## config.mk

```make
export PLATFORM = sky130hd
export DESIGN_NAME = key_debounce_flat
export DESIGN_NICKNAME = d
export VERILOG_FILES = /design/src/rtl/key_debounce_if.sv /design/src/rtl/key_debounce.sv /design/src/flat_wrapper.sv
export SDC_FILE = /design/constraint.sdc
export NUM_CORES = 1
export LEC_CHECK = 0
export BUFFER_PORTS_ARGS = -buffer_cell sky130_fd_sc_hd__buf_2
export CAP_MARGIN = 20
export CORE_MARGIN = 4
export CORE_UTILIZATION = 33
export CTS_CLUSTER_DIAMETER = 150
export DETAILED_ROUTE_END_ITERATION = 16
export PLACE_DENSITY = 0.47
export SYNTH_ARGS = -nofsm -noshare
export SYNTH_HDL_FRONTEND = slang
export SYNTH_SLANG_ARGS = --single-unit
export TNS_END_PERCENT = 50
```

## constraint.sdc

```tcl
create_clock -name clk -period 2.6 [get_ports clk]
set_input_delay 0.52 -clock clk [delete_from_list [all_inputs] [get_ports clk]]
set_output_delay 0.52 -clock clk [all_outputs]
set_load 0.02 [all_outputs]
```

## src/rtl/key_debounce_if.sv

```systemverilog
// Key-side signal bundle for key_debounce: raw key in, conditioned level/strobes/count out.
// Strobes are single-cycle and carry no back-pressure; the consumer must sample every cycle.
interface key_debounce_if;
    logic       key_n;
    logic       btn;
    logic       press_pulse;
    logic       release_pulse;
    logic       long_pulse;
    logic [7:0] press_cnt;
    logic [1:0] dbg_state;

    modport master (
        output key_n,
        input  btn,
        input  press_pulse,
        input  release_pulse,
        input  long_pulse,
        input  press_cnt,
        input  dbg_state
    );

    modport slave (
        input  key_n,
        output btn,
        output press_pulse,
        output release_pulse,
        output long_pulse,
        output press_cnt,
        output dbg_state
    );
endinterface

```

## src/rtl/key_debounce.sv

```systemverilog
// Push-button conditioner: 2-flop synchronizer, 4-state debounce FSM, press/release strobes,
// wrapping press counter. Long-press strobe is built only when KEY_LONGPRESS_EN is defined.
module key_debounce #(
    parameter int unsigned DEBOUNCE_CYCLES = 50000,
    parameter int unsigned LONG_CYCLES     = 50000000
) (
    input  logic          clk,
    input  logic          reset,
    key_debounce_if.slave kif
);
    typedef enum logic [1:0] {
        IDLE      = 2'd0,
        PRESS_CHK = 2'd1,
        HELD      = 2'd2,
        REL_CHK   = 2'd3
    } state_t;

    localparam int unsigned       CNT_W    = $clog2(DEBOUNCE_CYCLES);
    localparam logic [CNT_W-1:0]  CNT_LAST = CNT_W'(DEBOUNCE_CYCLES - 1);

    logic             sync1_q, sync1_d;
    logic             sync2_q, sync2_d;
    logic             raw;
    state_t           state_q, state_d;
    logic [CNT_W-1:0] cnt_q, cnt_d;
    logic             btn_q, btn_d;
    logic             press_pulse_q, press_pulse_d;
    logic             release_pulse_q, release_pulse_d;
    logic [7:0]       press_cnt_q, press_cnt_d;

    // Synchronizer flops idle at 1 so reset looks like a released key.
    assign sync1_d = kif.key_n;
    assign sync2_d = sync1_q;
    assign raw     = ~sync2_q;

    always_comb begin
        state_d         = state_q;
        cnt_d           = cnt_q;
        btn_d           = btn_q;
        press_pulse_d   = 1'b0;
        release_pulse_d = 1'b0;
        press_cnt_d     = press_cnt_q;
        case (state_q)
            IDLE: begin
                if (raw) begin
                    state_d = PRESS_CHK;
                    cnt_d   = '0;
                end
            end
            PRESS_CHK: begin
                if (!raw) begin
                    state_d = IDLE;
                end else if (cnt_q == CNT_LAST) begin
                    state_d       = HELD;
                    btn_d         = 1'b1;
                    press_pulse_d = 1'b1;
                    press_cnt_d   = press_cnt_q + 8'd1;
                end else begin
                    cnt_d = cnt_q + CNT_W'(1);
                end
            end
            HELD: begin
                if (!raw) begin
                    state_d = REL_CHK;
                    cnt_d   = '0;
                end
            end
            REL_CHK: begin
                // Returning to HELD is a rejected release bounce, so no new press strobe.
                if (raw) begin
                    state_d = HELD;
                end else if (cnt_q == CNT_LAST) begin
                    state_d         = IDLE;
                    btn_d           = 1'b0;
                    release_pulse_d = 1'b1;
                end else begin
                    cnt_d = cnt_q + CNT_W'(1);
                end
            end
            default: begin
                state_d = IDLE;
                cnt_d   = '0;
            end
        endcase
    end

    always_ff @(posedge clk or negedge reset) begin
        if (!reset) begin
            sync1_q         <= 1'b1;
            sync2_q         <= 1'b1;
            state_q         <= IDLE;
            cnt_q           <= '0;
            btn_q           <= 1'b0;
            press_pulse_q   <= 1'b0;
            release_pulse_q <= 1'b0;
            press_cnt_q     <= 8'd0;
        end else begin
            sync1_q         <= sync1_d;
            sync2_q         <= sync2_d;
            state_q         <= state_d;
            cnt_q           <= cnt_d;
            btn_q           <= btn_d;
            press_pulse_q   <= press_pulse_d;
            release_pulse_q <= release_pulse_d;
            press_cnt_q     <= press_cnt_d;
        end
    end

    assign kif.btn           = btn_q;
    assign kif.press_pulse   = press_pulse_q;
    assign kif.release_pulse = release_pulse_q;
    assign kif.press_cnt     = press_cnt_q;
    assign kif.dbg_state     = state_q;

`ifdef KEY_LONGPRESS_EN
    localparam int unsigned       LONG_W    = $clog2(LONG_CYCLES);
    localparam logic [LONG_W-1:0] LONG_LAST = LONG_W'(LONG_CYCLES - 1);

    logic [LONG_W-1:0] long_cnt_q, long_cnt_d;
    logic              long_done_q, long_done_d;
    logic              long_pulse_q, long_pulse_d;

    // Counter saturates at its last value; long_done keeps the strobe to one per press.
    always_comb begin
        long_cnt_d   = long_cnt_q;
        long_done_d  = long_done_q;
        long_pulse_d = 1'b0;
        if (state_q == HELD || state_q == REL_CHK) begin
            if (long_cnt_q != LONG_LAST) begin
                long_cnt_d = long_cnt_q + LONG_W'(1);
            end else if (!long_done_q) begin
                long_pulse_d = 1'b1;
                long_done_d  = 1'b1;
            end
        end else begin
            long_cnt_d  = '0;
            long_done_d = 1'b0;
        end
    end

    always_ff @(posedge clk or negedge reset) begin
        if (!reset) begin
            long_cnt_q   <= '0;
            long_done_q  <= 1'b0;
            long_pulse_q <= 1'b0;
        end else begin
            long_cnt_q   <= long_cnt_d;
            long_done_q  <= long_done_d;
            long_pulse_q <= long_pulse_d;
        end
    end

    assign kif.long_pulse = long_pulse_q;
`else
    assign kif.long_pulse = 1'b0;
`endif

endmodule
```

## src/flat_wrapper.sv

```systemverilog
// flat-port wrapper written by rule: the top's interface ports become plain ports
module key_debounce_flat 
#(
    parameter int unsigned DEBOUNCE_CYCLES = 50000,
    parameter int unsigned LONG_CYCLES     = 50000000
)
  (clk, reset, kif_key_n, kif_btn, kif_press_pulse, kif_release_pulse, kif_long_pulse, kif_press_cnt, kif_dbg_state);
  key_debounce_if kif_i ();
  input  logic clk;
  input  logic reset;
  input wire logic [$bits(kif_i.key_n)-1:0] kif_key_n;
  output wire logic [$bits(kif_i.btn)-1:0] kif_btn;
  output wire logic [$bits(kif_i.press_pulse)-1:0] kif_press_pulse;
  output wire logic [$bits(kif_i.release_pulse)-1:0] kif_release_pulse;
  output wire logic [$bits(kif_i.long_pulse)-1:0] kif_long_pulse;
  output wire logic [$bits(kif_i.press_cnt)-1:0] kif_press_cnt;
  output wire logic [$bits(kif_i.dbg_state)-1:0] kif_dbg_state;
  assign kif_i.key_n = kif_key_n;
  assign kif_btn = kif_i.btn;
  assign kif_press_pulse = kif_i.press_pulse;
  assign kif_release_pulse = kif_i.release_pulse;
  assign kif_long_pulse = kif_i.long_pulse;
  assign kif_press_cnt = kif_i.press_cnt;
  assign kif_dbg_state = kif_i.dbg_state;
  key_debounce #(.DEBOUNCE_CYCLES(DEBOUNCE_CYCLES), .LONG_CYCLES(LONG_CYCLES)) u_core (.clk(clk), .reset(reset), .kif(kif_i));
endmodule
```

; ---- Word-level counts from Yosys, hierarchy flattened
; Cells that the tools add are included.
[classes]
n_addsub = 2
bitwise_logic = 1
reduce_logical = 6
muxes = 23
eq_ne = 12
[op_table]
columns = operator, count
row1 = 2-to-1 mux 16 bit, 5
row2 = one-hot mux 16 bit (4 select lines), 1
row3 = "adder 16 x 1 -> 16 bit, second input constant", 1
row4 = "equality test 16 bit, second input constant", 1
row5 = 2-to-1 mux 2 bit, 6
row6 = 2-to-1 mux 1 bit, 9
row7 = "adder 8 x 1 -> 8 bit, second input constant", 1
row8 = "!= test 2 x 1 -> 1 bit, second input constant", 4
row9 = one-hot mux 2 bit (4 select lines), 1
row10 = AND reduction 4 bit, 2
row11 = AND reduction 5 bit, 1
row12 = "equality test 2 bit, second input constant", 2
row13 = "!= test 2 bit, second input constant", 2
row14 = "!= test 3 x 1 -> 1 bit, second input constant", 1
row15 = "!= test 3 bit, second input constant", 1
row16 = AND reduction 3 bit, 1
row17 = "equality test 2 x 1 -> 1 bit, second input constant", 1
row18 = zero test 2 bit, 1
row19 = one-hot mux 1 bit (2 select lines), 1
row20 = nonzero test 2 bit, 1
row21 = inverter 1 bit, 1
[word_totals]
register_bits = 31
inputBits = 3
out_inout_bits = 14

; ---- Logic depth before layout (Yosys ltp)
[depth]
ltp_word = 4
depth_mapped = 6

; ---- Least setup slack after synthesis
; Ideal clock, no wire load.
[synth_timing]
kind = register to register
start = register u_core.cnt_q[13]
end = register u_core.press_cnt_q[1] (netlist: u_core.kif.press_cnt[1])
path_buffers = 0
setup_time_ps = 125
t_arrival_ps = 1814
path_stages_with_launch = 5
required_ps = 2475
setup_slack_ps = 661
cell_sequence = dfrtp_1 > or4b_4 > nor4_4 > nand2_4 > mux2_4
[synth_via]
elab_chain_cells = 2
[synth_rtl]
columns = element, line_no
row1 = "start, declared", key_debounce.sv:25  ; logic [CNT_W-1:0] cnt_q, cnt_d;
row2 = "start signal, assigned", key_debounce.sv:101  ; cnt_q <= cnt_d;
row3 = equality test 16 bit, key_debounce.sv:53  ; end else if (cnt_q == CNT_LAST) begin
row4 = AND reduction 3 bit (no line), --
row5 = "end signal, assigned", key_debounce.sv:105  ; press_cnt_q <= press_cnt_d;
row6 = "end, declared", key_debounce.sv:29  ; logic [7:0] press_cnt_q, press_cnt_d;
; Every way passes these cells.
; A chain may end at the register's enable or synchronous reset.

; ---- Worst setup path after layout
[layout_timing]
start = register u_core.cnt_q[13]
end = register u_core.cnt_q[1]
[layout_via]
elab_chain_cells = 4
word_cells_on_any_way = 5
[layout_rtl]
columns = element, line_no
row1 = equality test 16 bit *, "key_debounce.sv:53, key_debounce.sv:72"
row2 = 2-to-1 mux 16 bit *, --
row3 = 2-to-1 mux 16 bit (on tied branches), --
row4 = one-hot mux 16 bit (4 select lines) *, --
; Mark *: on every way between the ends. The rest lies on a longest branch, timed or not. The select of a mux whose other input is x is not followed.

==> flow_summary_export.csv <==
group,metric,value,unit
worst_setup_path,cp-end-kind,"flop",
die,core.rowCount,25,
global_routing,antenna_found_initial,0,
clock_tree,clk_path_buf_depth,2,
die,fp.dieW,77.9,µm
detailed_routing,drt_iter0_drc,60,
worst_setup_path,r2r_setup_slack,0.44,ns
clock_tree,cts_root_buf,"clkbuf_8",
sta,hold_violations,0,
sta,skew,0.0100,ns
placement,io_buffers,15,
detailed_routing,routedWlPerCell,15.7,µm
sta,min_period,2.16,ns
detailed_routing,wl_met1,1710,µm
worst_setup_path,crit_type,"flop to flop",
finish,fin_util,0.390,
synthesis,ys_warn_count,0,
detailed_routing,drc_errors,0,
placement,hpwl,2600,µm
sta,max_clock_freq,462,MHz
worst_setup_path,worst-path-buf-inv,1,
finish,area_delta_synth_final,14.2,%
worst_setup_path,slowest_delay,0.64,ns
detailed_routing,drt_pass1_iterations,4,
global_routing,overflow,0,
clock_tree,postCtsSetupRepairBufs,0,
clock_tree,clk_pin_slew,0.07,ns
clock_tree,ctsHtreeMaxLevel,2,
pwr,p_leak,0.870,nW
synthesis,syn_area_per_cell,10.3,µm²
sta,drv_slew,0,
synthesis,ys_async_sr_fraction,1.00,
detailed_routing,vias,1316,
worst_setup_path,required,2.80,ns
worst_setup_path,crit_slowest_cell,"nor4_2",
global_routing,grt_max_degree,32,
detailed_routing,wl,3780,µm
die,io_pins,17,
sta,finalSetupViolations,0,
synthesis,dominantRegCellSynth,"dfrtp_1",
synthesis,yosys_register_bits,31,
synthesis,synth-edff-count,0,
global_routing,grt_pass1_wl,6630,µm
worst_setup_path,path_cells,"or4b_4, nor4_2, buf_4, o21ai_0, o31ai_1",
synthesis,seq_area_frac_synth,0.483,
finish,diodes,0,
sta,fin_crit_sh,0.833,
finish,drive_gt1_frac,0.201,
worst_setup_path,cp_top_family,"simple AND/OR/NAND/NOR gates",
pwr,p_per_area,506,nW/µm²
pwr,peakVddDrop,0.227,mV
synthesis,synth_fp_nets,162,
clock_tree,clkLatencyLatePin,0.29,ns
global_routing,grt_pass1_vias,1360,
clock_tree,ctsResizeCount,0,
detailed_routing,via_per_inst,5.46,
detailed_routing,wl_met3,157,µm
die,core_area,4720,µm²
flow_run,maxCapViolCount,0,
finish,fin_nets,178,
die,dieArea,6070,µm²
finish,layout_commonest_cell,"dfrtp_1",
clock_tree,hold_buffers,0,
die,start_util,0.341,
clock_tree,cts_made_buffers,5,
die,die_y,77.9,µm
sta,tightest_slew,0.695,ns
finish,final_cell_mix,"29 x dfrtp_1, 15 x o21ai_0, 15 x buf_2",
sta,rsz0062_at_grt,"no",
global_routing,grt_usage,0.143,
synthesis,synth_area,1610,µm²
status,run_status,"finished, final reports clean",
placement,gp_congestion,0.759,
detailed_routing,drtAntennaViolNets,0,
worst_setup_path,startpoint_type,"flop",
worst_setup_path,cp_max_fo,7,
worst_setup_path,arrival,2.36,ns
min_path,hold_class,"input port to asynchronous set/reset pin",
synthesis,netlist_instances,157,
synthesis,ys_types,40,
sta,fin_tns_setup,0,ns
clock_tree,cts.sinks,31,
clock_tree,cts_tree,"built",
detailed_routing,highest_layer,"met4",
detailed_routing,met2_length,1790,µm
sta,slew_headroom,0.535,
## stage by stage
stage	hold slack, ns	instances	total power, mW	instance area (µm²)	worst slack, ns
finish	0.271	241	0.932	1840	0.435
global route	0.299	241	0.979	1840	0.278
CTS	0.304	241	0.950	1840	0.448
detailed placement	0.349	233	0.563	1760	0.444
global placement	0.346	233	0.562	1760	0.495
floorplan	0.224	157	0.539	1610	0.661
## final timing paths
check | startpoint | endpoint | depth (start not counted)
setup reg to reg | u_core.cnt_q[13]$_DFFE_PN0P_ | u_core.cnt_q[1]$_DFFE_PN0P_ | 5
max in group asynchronous | reset | u_core.cnt_q[6]$_DFFE_PN0P_ | 1
setup / recovery | u_core.cnt_q[13]$_DFFE_PN0P_ | u_core.cnt_q[1]$_DFFE_PN0P_ | 5
hold / removal | reset | u_core.cnt_q[15]$_DFFE_PN0P_ | 1
min in group clk | kif_key_n | u_core.sync1_q$_DFF_PN1_ | 1
hold reg to reg | u_core.sync1_q$_DFF_PN1_ | u_core.sync2_q$_DFF_PN1_ | 0
## final cells by class
type	count	area [µm²]
Clock buffer	6	72.6
Clock inverter	2	12.5
Fill cell	470	2880
Inverter	4	15.0
Multi-Input combinational cell	112	773
Sequential cell	31	778
Tap cell	67	83.8
Timing Repair Buffer	19	105
## state kept, by name, summed over array words and instances, names as in the netlist, named ones only
signal and cells:
u_core.kif.dbg_state 1, u_core.kif.press_cnt 8, u_core.kif.press_pulse 1, u_core.kif.btn 1, u_core.cnt_q 16, u_core.sync2_q 1
u_core.kif.release_pulse 1, u_core.sync1_q 1
## where the power goes
part           internal (mW)  switching (mW)
Combinational         0.0145          0.0349
Sequential             0.492          0.0115
Clock                  0.187           0.192
Total                  0.693           0.239
## Yosys cell counts (4+ instances only)
| master | n | area [µm²] |
|---|---|---|
| a21o_1 | 4 | 30.0 |
| and2_1 | 4 | 25.0 |
| dfrtp_1 | 29 | 726 |
| and3_1 | 8 | 50.1 |
| xnor2_1 | 8 | 70.1 |
| nand2_1 | 8 | 30.0 |
| inv_1 | 4 | 15.0 |
| nand4_1 | 10 | 62.6 |
| clkbuf_1 | 6 | 22.5 |
| a21oi_1 | 6 | 30.0 |
| o31ai_1 | 7 | 52.6 |
| a41oi_1 | 5 | 43.8 |
| nand3_1 | 5 | 25.0 |
| o21ai_0 | 15 | 75.1 |
## routing by layer
metal | up-vias | track usage
met4 | 0 | 0.0961
met2 | 38 | 0.224
li1 | 624 | -
met3 | 10 | 0.0394
met1 | 644 | 0.169
met5 | - | 0
## logic make-up (layout without fill, tap and decap cells)
family / after synthesis / count (layout) / share of synthesized area
flip-flops: 31 / 31 / 0.483
multiplexers: 2 / 2 / 0.0155
XOR/XNOR: 9 / 9 / 0.0489
AND/OR/NAND/NOR: 53 / 53 / 0.218
other: 1 / 1 / 0.00233
AO/OA/AOI/OAI: 45 / 45 / 0.179
buffers and inverters: 14 / 31 / 0.0373
adder cells (fa/ha/maj): 2 / 2 / 0.0155
## worst register-to-register path: stages (launching register included)
cell and delay [ns]:
dfrtp_1 0.43, or4b_4 0.60, nor4_2 0.64, buf_4 0.26, o21ai_0 0.09, o31ai_1 0.07
Note: power is estimated with default switching activity, not from simulation.
